==> config.mk <==
export PLATFORM = sky130hd
export DESIGN_NAME = con_ctrl
export DESIGN_NICKNAME = d
export VERILOG_FILES = /design/src/rtl/con_ctrl.sv
export SDC_FILE = /design/constraint.sdc
export NUM_CORES = 1
export LEC_CHECK = 0
export ABC_AREA = 1
export ABC_CLOCK_PERIOD_IN_PS = 6000
export CORE_AREA = 2 2 207 260
export CTS_CLUSTER_SIZE = 14
export DETAILED_ROUTE_END_ITERATION = 10
export DIE_AREA = 0 0 209 262
export GPL_ROUTABILITY_DRIVEN = 0
export SLEW_MARGIN = 20
export SYNTH_ARGS = -nofsm -noshare
export SYNTH_HDL_FRONTEND = slang
export SYNTH_SLANG_ARGS = --single-unit
==> constraint.sdc <==
create_clock -name clk -period 6 [get_ports clk]
set_input_delay 1.2 -clock clk [delete_from_list [all_inputs] [get_ports clk]]
set_output_delay 1.2 -clock clk [all_outputs]
set_load 0.02 [all_outputs]
==> src/rtl/con_ctrl.sv <==
// Sequencing controller for the 49-tap convolution pipeline: window issue, tag tracking, result FIFO.
// Optional build macro CON_CTRL_RELU_EN clamps negative results to zero on FIFO write.
module con_ctrl #(
    parameter int OUT_W = 39,
    parameter int LAT   = 8,
    parameter int DEPTH = 8,
    parameter int CNT_W = 16
) (
    input  logic                    clk,
    input  logic                    rst_n,
    input  logic                    start,
    input  logic [CNT_W-1:0]        n_win,
    output logic                    busy,
    output logic                    done,
    output logic                    win_req,
    input  logic                    win_ack,
    output logic [CNT_W-1:0]        win_idx,
    input  logic signed [OUT_W-1:0] con_res,
    output logic signed [OUT_W-1:0] res_data,
    output logic                    res_vld,
    input  logic                    res_rdy
);

    localparam int PTR_W  = $clog2(DEPTH);
    localparam int FCNT_W = PTR_W + 1;
    localparam int INF_W  = $clog2(LAT + 1);

    typedef enum logic [1:0] {IDLE, RUN, DRAIN} state_t;

    state_t              state_q, state_d;
    logic [CNT_W-1:0]    n_win_q, n_win_d;
    logic [CNT_W-1:0]    idx_q, idx_d;
    logic [LAT-1:0]      tag_q, tag_d;
    logic [INF_W-1:0]    inflight_q, inflight_d;
    logic [FCNT_W-1:0]   fifo_cnt_q, fifo_cnt_d;
    logic [PTR_W-1:0]    wr_ptr_q, wr_ptr_d;
    logic [PTR_W-1:0]    rd_ptr_q, rd_ptr_d;
    logic                busy_q, busy_d;
    logic                done_q, done_d;
    logic signed [OUT_W-1:0] mem_q [DEPTH];

    logic issue, push, pop, credit_ok;

    function automatic logic signed [OUT_W-1:0] store_val(input logic signed [OUT_W-1:0] v);
`ifdef CON_CTRL_RELU_EN
        return v[OUT_W-1] ? '0 : v;
`else
        return v;
`endif
    endfunction

    // Every issued window will land in the FIFO, so in-flight tags count against its free slots.
    assign credit_ok = (int'(inflight_q) + int'(fifo_cnt_q)) < DEPTH;
    assign win_req   = (state_q == RUN) && (idx_q < n_win_q) && credit_ok;
    assign issue     = win_req && win_ack;
    assign push      = tag_q[LAT-1];
    assign res_vld   = (fifo_cnt_q != '0);
    assign pop       = res_vld && res_rdy;
    assign res_data  = res_vld ? mem_q[rd_ptr_q] : '0;
    assign busy      = busy_q;
    assign done      = done_q;
    assign win_idx   = idx_q;

    always_comb begin
        state_d    = state_q;
        n_win_d    = n_win_q;
        idx_d      = issue ? idx_q + CNT_W'(1) : idx_q;
        done_d     = 1'b0;
        tag_d      = {tag_q[LAT-2:0], issue};
        inflight_d = inflight_q;
        fifo_cnt_d = fifo_cnt_q;
        wr_ptr_d   = push ? wr_ptr_q + PTR_W'(1) : wr_ptr_q;
        rd_ptr_d   = pop ? rd_ptr_q + PTR_W'(1) : rd_ptr_q;

        case ({issue, push})
            2'b10:   inflight_d = inflight_q + INF_W'(1);
            2'b01:   inflight_d = inflight_q - INF_W'(1);
            default: inflight_d = inflight_q;
        endcase
        case ({push, pop})
            2'b10:   fifo_cnt_d = fifo_cnt_q + FCNT_W'(1);
            2'b01:   fifo_cnt_d = fifo_cnt_q - FCNT_W'(1);
            default: fifo_cnt_d = fifo_cnt_q;
        endcase

        case (state_q)
            IDLE: begin
                if (start) begin
                    if (n_win != '0) begin
                        n_win_d = n_win;
                        idx_d   = '0;
                        state_d = RUN;
                    end else begin
                        done_d = 1'b1;
                    end
                end
            end
            RUN: begin
                if (issue && (idx_d == n_win_q)) state_d = DRAIN;
            end
            DRAIN: begin
                if ((inflight_d == '0) && (fifo_cnt_d == '0)) begin
                    done_d  = 1'b1;
                    state_d = IDLE;
                end
            end
            default: state_d = IDLE;
        endcase

        busy_d = (state_d != IDLE);
    end

    always_ff @(posedge clk) begin
        if (!rst_n) begin
            state_q    <= IDLE;
            n_win_q    <= '0;
            idx_q      <= '0;
            tag_q      <= '0;
            inflight_q <= '0;
            fifo_cnt_q <= '0;
            wr_ptr_q   <= '0;
            rd_ptr_q   <= '0;
            busy_q     <= 1'b0;
            done_q     <= 1'b0;
        end else begin
            state_q    <= state_d;
            n_win_q    <= n_win_d;
            idx_q      <= idx_d;
            tag_q      <= tag_d;
            inflight_q <= inflight_d;
            fifo_cnt_q <= fifo_cnt_d;
            wr_ptr_q   <= wr_ptr_d;
            rd_ptr_q   <= rd_ptr_d;
            busy_q     <= busy_d;
            done_q     <= done_d;
        end
    end

    // Result storage carries no reset; occupancy alone decides what is valid.
    always_ff @(posedge clk) begin
        if (push) mem_q[wr_ptr_q] <= store_val(con_res);
    end

endmodule
==> results.yml, run 1 <==
pwr:
  power.density_nw_per_um2: 354
  ir_worst_vdd_mv: 0.175
  leakagePower_nw: 6.38
clocking:
  cts.sinks: 373
  cts_buffers: 38
  clockBufferDepth: 3
  clkTransAtPathRegs_ns: 0.06
  ctsHoldBuffers: 0
  clock-root-buffer: "clkbuf_16"
  htreeDepth: 2
  cts_resized: 0
  clk_latency_ns: 0.54
  cts_setup_buffers: 0
  tritoncts: "yes"
flow_run:
  maxCapViolCount: 0
routing:
  via_per_inst: 4.89
  antenna_left: 0
  route.vias.total: 10800
  first_pass_iters: 7
  drt_iter0_drc: 641
  wl_per_cell_um: 17.5
  drc: 0
  wl_mm: 38.5
setup_path:
  critical_path_class: "register to output pin"
  cp-start-kind: "register"
  worst_setup_path_end_kind: "output pin"
  cp.required_ns: 4.80
  crit_fanout: 91
  worstPathArrival_ns: 3.80
die:
  die_w_um: 209
  die_area_um2: 54800
  fp-row-count: 94
  core_area_um2: 52300
  start_util_pct: 29.7
  floorplan.die.height_um: 262
  boundaryPins: 119
global_routing:
  grt.overflow.total: 0
  grt_max_degree: 92
  grt_pass1_wl_mm: 58.9
  grt_usage_pct: 13.9
  antenna_found_initial: 4
  grt_pass1_vias: 10700
final_layout:
  areaGrowthSynthToFinish_pct: 19.7
  fin_util_pct: 35.6
  nFillCells: 5086
  final_cell_mix: "edfxtp_1 (312), nor2_1 (284), o21ai_0 (218)"
  drive_gt1_share_pct: 6.02
  layout.nets: 1587
  layout_commonest_cell: "edfxtp_1"
  stdcell_count: 2201
  final_area_um2: 18600
placed_design:
  place_area_um2: 17500
  place_inst: 2130
  dpl.hpwl_mm: 21.7
  io_buffers: 118
timing:
  tightestPinTransition_ns: 1.06
  fmax_ghz: 0.200
  finalSetupViolations: 0
  finalHoldViolCount: 0
  slew-limit-headroom_pct: 28.9
  post-route-period-util_pct: 83.4
  fin_hold_ws_ns: 0.412
  post-route-min-period_ns: 5.00
  drv_slew: 0
  fin_setup_tns_ns: 0
  rsz0062_at_grt: "no"
  fin_skew_ns: 0.00945
yosys:
  synthesis.instances: 1402
  syn_nets: 1491
  yosysUniqueCellTypes: 35
  synth_top_area_cell: "edfxtp_1"
  yosysSeqAreaShare_pct: 68.1
  synth_area_leaders: "edfxtp_1 (60%), dfxtp_1 (7.8%), nor2_1 (7.0%), o21ai_0 (7.0%), nand2_1 (3.0%)"
  synth.cell_area_um2: 15600
  synth_warnings: 0
  syn_avg_cell_area_um2: 11.1
  ys_ff_latch: 373
  synth_top_area_share_pct: 60.2
min_path:
  hold_class: "register to register"
outcome:
  outcome: "completed"
## power by group
part	internal, mW	switching, mW	total [mW]
logic	0.521	0.937	1.46
clock network	1.26	0.980	2.24
registers	2.83	0.0622	2.89
## final cells by class
class                           count  area [um^2]  area share (%)
Timing Repair Buffer              134         1310            7.05
Multi-Input combinational cell    881         4450            23.9
Inverter                           70          267            1.43
Clock buffer                       47          985            5.29
Antenna cell                        2         5.00          0.0269
Sequential cell                   373        10600            56.9
Tap cell                          672          841            4.51
Clock inverter                     22          179           0.960
## flip-flops by register name (all words and copies together) (netlist names), named ones only
register    flops
mem_q         312
state_q         2
rd_ptr_q        3
fifo_cnt_q      4
inflight_q      4
busy            1
tag_q           8
wr_ptr_q        3
n_win_q        16
done            1
win_idx        16
## synth_stat cells
cell / n
a31oi_1: 39
ha_1: 27
nand3_1: 29
a211oi_1: 1
edfxtp_1: 312
nor3_1: 6
or2_2: 1
nor3_2: 2
nor2_4: 1
a21o_1: 2
nand4_1: 22
o22ai_1: 39
buf_2: 2
inv_2: 1
nand2_4: 1
dfxtp_1: 61
o21ai_0: 218
buf_6: 2
o21a_1: 1
fa_1: 2
nor4_1: 8
buf_1: 4
mux2i_1: 2
nor2_1: 292
xor2_1: 9
nand2_1: 124
a21oi_1: 43
nand3_4: 1
clkbuf_1: 67
nor4_2: 1
nand2_2: 3
inv_1: 69
nand3_2: 1
buf_4: 3
xnor2_1: 6
## cells by family (layout without fill, tap and decap cells)
family / count (synthesis) / in the layout / synth area share [%]
XOR/XNOR: 15 / 15 / 0.844
buffers and inverters: 148 / 273 / 3.76
other: 0 / 2 / 0
flip-flops: 373 / 373 / 68.1
AO/OA/AOI/OAI: 343 / 343 / 11.7
adder cells (fa/ha/maj): 29 / 29 / 2.43
AND/OR/NAND/NOR: 492 / 492 / 13.1
multiplexers: 2 / 2 / 0.129
## per-stage QoR
step | worst slack (ns) | total power [mW]
final | 0.997 | 6.59
after global routing | 0.723 | 6.93
after CTS | 0.956 | 6.68
after detailed placement | 1.57 | 4.42
after global placement | 1.56 | 4.40
after floorplan | 2.86 | 3.85
## critical path, stage by stage (launching register included)
cell and delay (ns):
dfxtp_4 0.82, buf_4 0.81, o21ai_0 0.22, o22ai_1 0.21, o21ai_0 0.09, a31oi_1 0.32
clkdlybuf4s50_1 0.66
## metal layers
metal / GRT usage [%] / share of wire (%) / wire, um
met1: 16.5 / 41 / 15700
met2: 24.8 / 50 / 19300
met3: 2.77 / 5.8 / 2220
met4: 5.44 / 3.1 / 1180
met5: 0 / 0.070 / 27
## final timing paths
path	startpoint	endpoint	slack, ns	depth (start not counted)
worst min-delay path	tag_q[3]	tag_q[4]	0.41	2
worst min register to register	tag_q[3]	tag_q[4]	0.41	2
worst max-delay path	register	res_data[31]	1.0	6
worst max register to register	win_idx[14]	busy	2.20	20
Power figures use the tool's default switching activity.
==> inputs of run 2 (changes only) <==
Settings changed: ABC_CLOCK_PERIOD_IN_PS 6000 to 4200.
Clock period 6 ns to 4.2 ns, I/O delays scaled along.
==> run 2 against run 1 <==
Via count up 0.14%. Die area did not move. Hold slack worse by 0.0060 ns. Total power is 48% higher. Clock skew is 0.010 ns higher. Combinational power increased by 49%. Sequential share of layout area is 0.73 points lower. Sequential cell count did not move. Clock power up 54%. Utilization rose by 0.46 points. Cell count grew 0.64%. Largest cell class unchanged.
==> results.yml, run 2 (same netlist as run 1, synthesis figures left out) <==
timing:
  finalSetupViolations: 0
  fmax_ghz: 0.255
  drv_slew: 0
  slew-limit-headroom_pct: 46.5
  finalHoldViolCount: 0
  post-route-period-util_pct: 93.2
  fin_skew_ns: 0.0198
  post-route-min-period_ns: 3.92
  tightestPinTransition_ns: 0.800
  rsz0062_at_grt: "no"
  fin_setup_tns_ns: 0
  worst_slack_ns: 0.284
clocking:
  cts_resized: 0
  clockBufferDepth: 3
  cts_buffers: 40
  clkTransAtPathRegs_ns: 0.06
  cts.sinks: 373
  htreeDepth: 2
  tritoncts: "yes"
  clock-root-buffer: "clkbuf_16"
  cts_setup_buffers: 0
  clk_latency_ns: 0.55
  ctsHoldBuffers: 0
final_layout:
  final_area_um2: 18900
  largest_register: "mem_q"
  nFillCells: 5066
  fin_util_pct: 36.1
  areaGrowthSynthToFinish_pct: 21.3
  drive_gt1_share_pct: 7.00
  largest_reg_flops: 312
  final_cell_mix: "edfxtp_1 (312), nor2_1 (284), o21ai_0 (218)"
  layout.nets: 1601
  layout_commonest_cell: "edfxtp_1"
min_path:
  hold_class: "register to register"
die:
  start_util_pct: 29.7
  floorplan.die.height_um: 262
  fp-row-count: 94
  die_w_um: 209
  core_area_um2: 52300
  die_area_um2: 54800
  boundaryPins: 119
global_routing:
  grt_max_degree: 89
  grt_usage_pct: 14.0
  grt.overflow.total: 0
  antenna_found_initial: 3
  grt_pass1_wl_mm: 59.4
  grt_pass1_vias: 10500
setup_path:
  worstPathArrival_ns: 3.08
  worst_setup_path_end_kind: "output pin"
  crit-reg2reg-launch: "win_idx[2]"
  cp.required_ns: 3.36
  worst_r2r_path_depth: 24
  cp-start-kind: "register"
  worstSetupEndpoint: "res_data[31]"
  rrSetupSlack_ns: 0.57
  r2r_end: "busy"
  critical_path_class: "register to output pin"
  crit_fanout: 88
routing:
  antenna_left: 0
  wl_mm: 38.7
  wl_per_cell_um: 17.5
  drt_iter0_drc: 713
  via_per_inst: 4.86
  drc: 0
  route.vias.total: 10800
  first_pass_iters: 7
outcome:
  outcome: "completed"
pwr:
  power.density_nw_per_um2: 516
  leakagePower_nw: 6.52
  ir_worst_vdd_mv: 0.243
flow_run:
  maxCapViolCount: 0
placed_design:
  post-place-ws_ns: 0.597
  place_area_um2: 17600
  io_buffers: 118
  dpl.hpwl_mm: 22.7
run 2: through the flow:
step / hold WS (ns) / instances / total power [mW]
5_1_grt: 0.427 / 2215 / 10.2
3_3_place_gp: 0.395 / 2142 / 6.37
4_1_cts: 0.413 / 2214 / 9.86
6_report: 0.406 / 2215 / 9.73
3_5_place_dp: 0.398 / 2142 / 6.39
2_1_floorplan: 0.390 / 1402 / 5.50
run 2: final cells by class:
cell class | count | area (um^2) | area share, %
diodes | 1 | 2.50 | 0.0133
multi-input cells | 881 | 4450 | 23.6
clock inverters | 24 | 239 | 1.27
clock buffers | 48 | 1030 | 5.46
flip-flops and latches | 373 | 10600 | 56.1
repair buffers | 146 | 1450 | 7.70
inverters | 70 | 265 | 1.41
well taps | 672 | 841 | 4.46
run 2: report_power, final:
part | switching [mW] | internal [mW]
Combinational | 1.39 | 0.792
Clock | 1.47 | 1.96
Sequential | 0.0652 | 4.04
Total | 2.93 | 6.80
run 2: routing by layer:
layer	vias to the layer above	part of all wire (%)	GRT usage, %
met5	-	0.075	0
met4	4	2.6	4.82
met3	69	5.3	3.29
met2	246	50	24.7
met1	5246	42	16.9
li1	5209	-	-
run 2: how the worst min path moves through the flow:
stage / startpoint / end / slack (ns) / cells past startpoint
finish: tag_q[6] / tag_q[7] / 0.41 / 2
global route: tag_q[5] / tag_q[6] / 0.43 / 2
CTS: tag_q[5] / tag_q[6] / 0.41 / 2
detailed placement: tag_q[5] / tag_q[6] / 0.40 / 2
global placement: tag_q[0] / tag_q[1] / 0.39 / 2
floorplan: tag_q[0] / tag_q[1] / 0.39 / 2
run 2: worst max-delay path, stage by stage, from the launching register on:
cell	delay (ns)
dfxtp_4	0.62
buf_12	0.39
o21ai_0	0.16
o22ai_1	0.17
o21ai_0	0.09
a31oi_1	0.33
clkdlybuf4s50_1	0.68
==> RTL change (config.mk and constraints of run 2) <==
Build with the macro `CON_CTRL_RELU_EN` defined.
--- a/src/rtl/con_ctrl.sv
+++ b/src/rtl/con_ctrl.sv
@@ -1,4 +1,6 @@
 // Sequencing controller for the 49-tap convolution pipeline: window issue, tag tracking, result FIFO.
 // Optional build macro CON_CTRL_RELU_EN clamps negative results to zero on FIFO write.
+`define CON_CTRL_RELU_EN
+
 module con_ctrl #(
     parameter int OUT_W = 39,
Behaviour: no difference found for any inputs over 10 cycles, from zero or initial values and one cycle with rst_n low; that may be too few to reach the edited logic, so the function may still have changed.
==> RTL change against run 2 <==
Design area decreased by 0.14%; routed wire length increased by 0.56%; worst setup slack improved by 48 ps; sequential cell count decreased by 8; non-clock buffer count increased by 2; total power decreased by 3.0%; maximum frequency increased by 1.2%; synthesized cell count increased by 4.3%; critical path depth unchanged; count of clock-buffer cells in the layout increased by 5; clock power decreased by 6.1%; sequential power decreased by 2%; hold slack improved by 7.5 ps; synthesized area increased by 0.44%.
==> RTL change: results (changes against run 2) <==
run status = completed
DRT Pass-1 Iters = 5 (-2)
area occupied by multi-input gates = 0.00456 mm² (+2.6%)
n_diodes = 0 (-1)
unique cell type count in the Yosys netlist = 37 (+5.7%)
1st-iter DRT viols = 590 (-17%)
Slew Viols, Final = 0 (unchanged)
Synthesis Warnings = 0 (unchanged)
Post-DP Area = 0.0176 mm² (+0.23%)
top cell family by delay on the critical path = buffers and inverters
H-Tree Depth = 2 (unchanged)
quantity of I/O buffers inserted on ports = 117 (-0.85%)
Detailed Place HPWL = 23500 µm (+3.2%)
worst IR drop on VDD = 0.000267 V (+9.8%)
wire per inst = 17.1 µm (-1.8%)
crit-path max cell delay = 680 ps (about the same)
Worst-path clk slew = 60 ps (about the same)
Filler Cell Count = 5143 (+1.5%)
met3 Resource Use GR = 2.49% (-0.80 points)
Reg with most FFs = mem_q
fraction of layout cells with a size suffix above 1 = 7.64% (+0.64 points)
Synth Flop Type = edfxtp_1
first-pass GRT wire length = 60900 µm (+2.5%)
post-CTS setup buffer count = 0 (unchanged)
most area-consuming cells after synthesis = edfxtp_1 58%, dfxtp_1 7.8%, nor2_1 7.6%
Hold Path Class = reg2reg
worst path arrival time = 3030 ps (-50 ps)
placed cells = 2201 (+2.8%)
Mapped Nets = 1551 (+4.0%)
pin count of the biggest net entering global routing = 118 (+33%)
vias in the first global route = 10889 (+3.8%)
pin slew with the least headroom to its limit = 1090 ps (+289 ps)
Synth Instances = 1462 (+4.3%)
overall routing resource usage = 14.2% (+0.16 points)
Final Net Count = 1658 (+3.6%)
EDFF count, synth = 304 (-2.6%)
Largest register FFs = 304 (-2.6%)
Leakage = 0.00686 µW (+5.3%)
dpl ws = 795 ps (+198 ps)
sequential share of the synthesized area = 66.2% (-1.8 points)
clock root buffer = clkbuf_16
WL final = 38900 µm (+0.56%)
most frequent cells after synthesis = 315 x nor2_1, 304 x edfxtp_1, 212 x o21ai_0
met1 GRT Util = 17.1% (+0.24 points)
worst-path maximum fanout = 14 (-84%)
clock buffer depth = 3 (unchanged)
met2 Use GR = 26.1% (+1.4 points)
CTS buffer count = 38 (-5.0%)
Vias/cell = 4.78 (-1.7%)
Async S/R FF share, synth = 0% (unchanged)
initial antenna violation count = 2 (-1)
Sw Ratio = 29.8% (-0.33 points)
worst-skew pair later-pin latency = 530 ps (-20 ps)
Post-CTS Resized = 0 (unchanged)
Worst Skew = 16.9 ps (-2.84 ps)
## RTL change: changes by cell type after synthesis, sizes merged, moves of 2 or more
cell / delta
a21oi: -2
edfxtp: -8
nor2: +28
buf: +2
o21ai: -5
nand2: +3
xor2: +2
inv: +42
## RTL change: cell families (layout without fill, tap and decap cells)
logic type / Yosys count / count (layout) / share of synthesized area (%)
simple gates: 521 / 521 / 13.9
buf+inv: 193 / 328 / 4.98
fa+ha+maj: 29 / 29 / 2.42
other cells: 1 / 1 / 0.0240
mux: 2 / 2 / 0.128
xor+xnor: 17 / 17 / 0.953
compound gates: 334 / 334 / 11.4
flops: 365 / 365 / 66.2
## RTL change: final timing paths
check / depth (start not counted) / slack [ps] / start / end
setup / recovery: 6 / 330 / fifo_cnt_q[1] / res_data[14]
hold / removal: 2 / 410 / tag_q[6] / tag_q[7]
setup reg to reg: 16 / 1020 / fifo_cnt_q[1] / busy
hold reg to reg: 2 / 410 / tag_q[6] / tag_q[7]
## RTL change: cell type report
class	instances	area share [%]
sequential	365	54.9
multi-input combinational	904	24.2
timing repair buffer	148	7.75
clock buffer	53	5.74
tap	672	4.46
inverter	112	2.24
clock inverter	15	0.657
## RTL change: routing by layer
layer,wire [µm],part of all wire (%),up-vias
met2,19900,51,251
li1,-,-,5307
met4,672,1.7,4
met3,1900,4.9,51
met1,16400,42,5231
met5,20,0.051,-
## RTL change: power by group through the flow
| stage | combinational, µW | sequential (µW) | clock (µW) |
|---|---|---|---|
| after global placement | 2170 | 4120 | 0 |
| after floorplan | 1370 | 4050 | 0 |
| final | 2170 | 4040 | 3230 |
| after detailed placement | 2200 | 4120 | 0 |
| after CTS | 2210 | 4040 | 3320 |
| after global routing | 2410 | 4050 | 3460 |
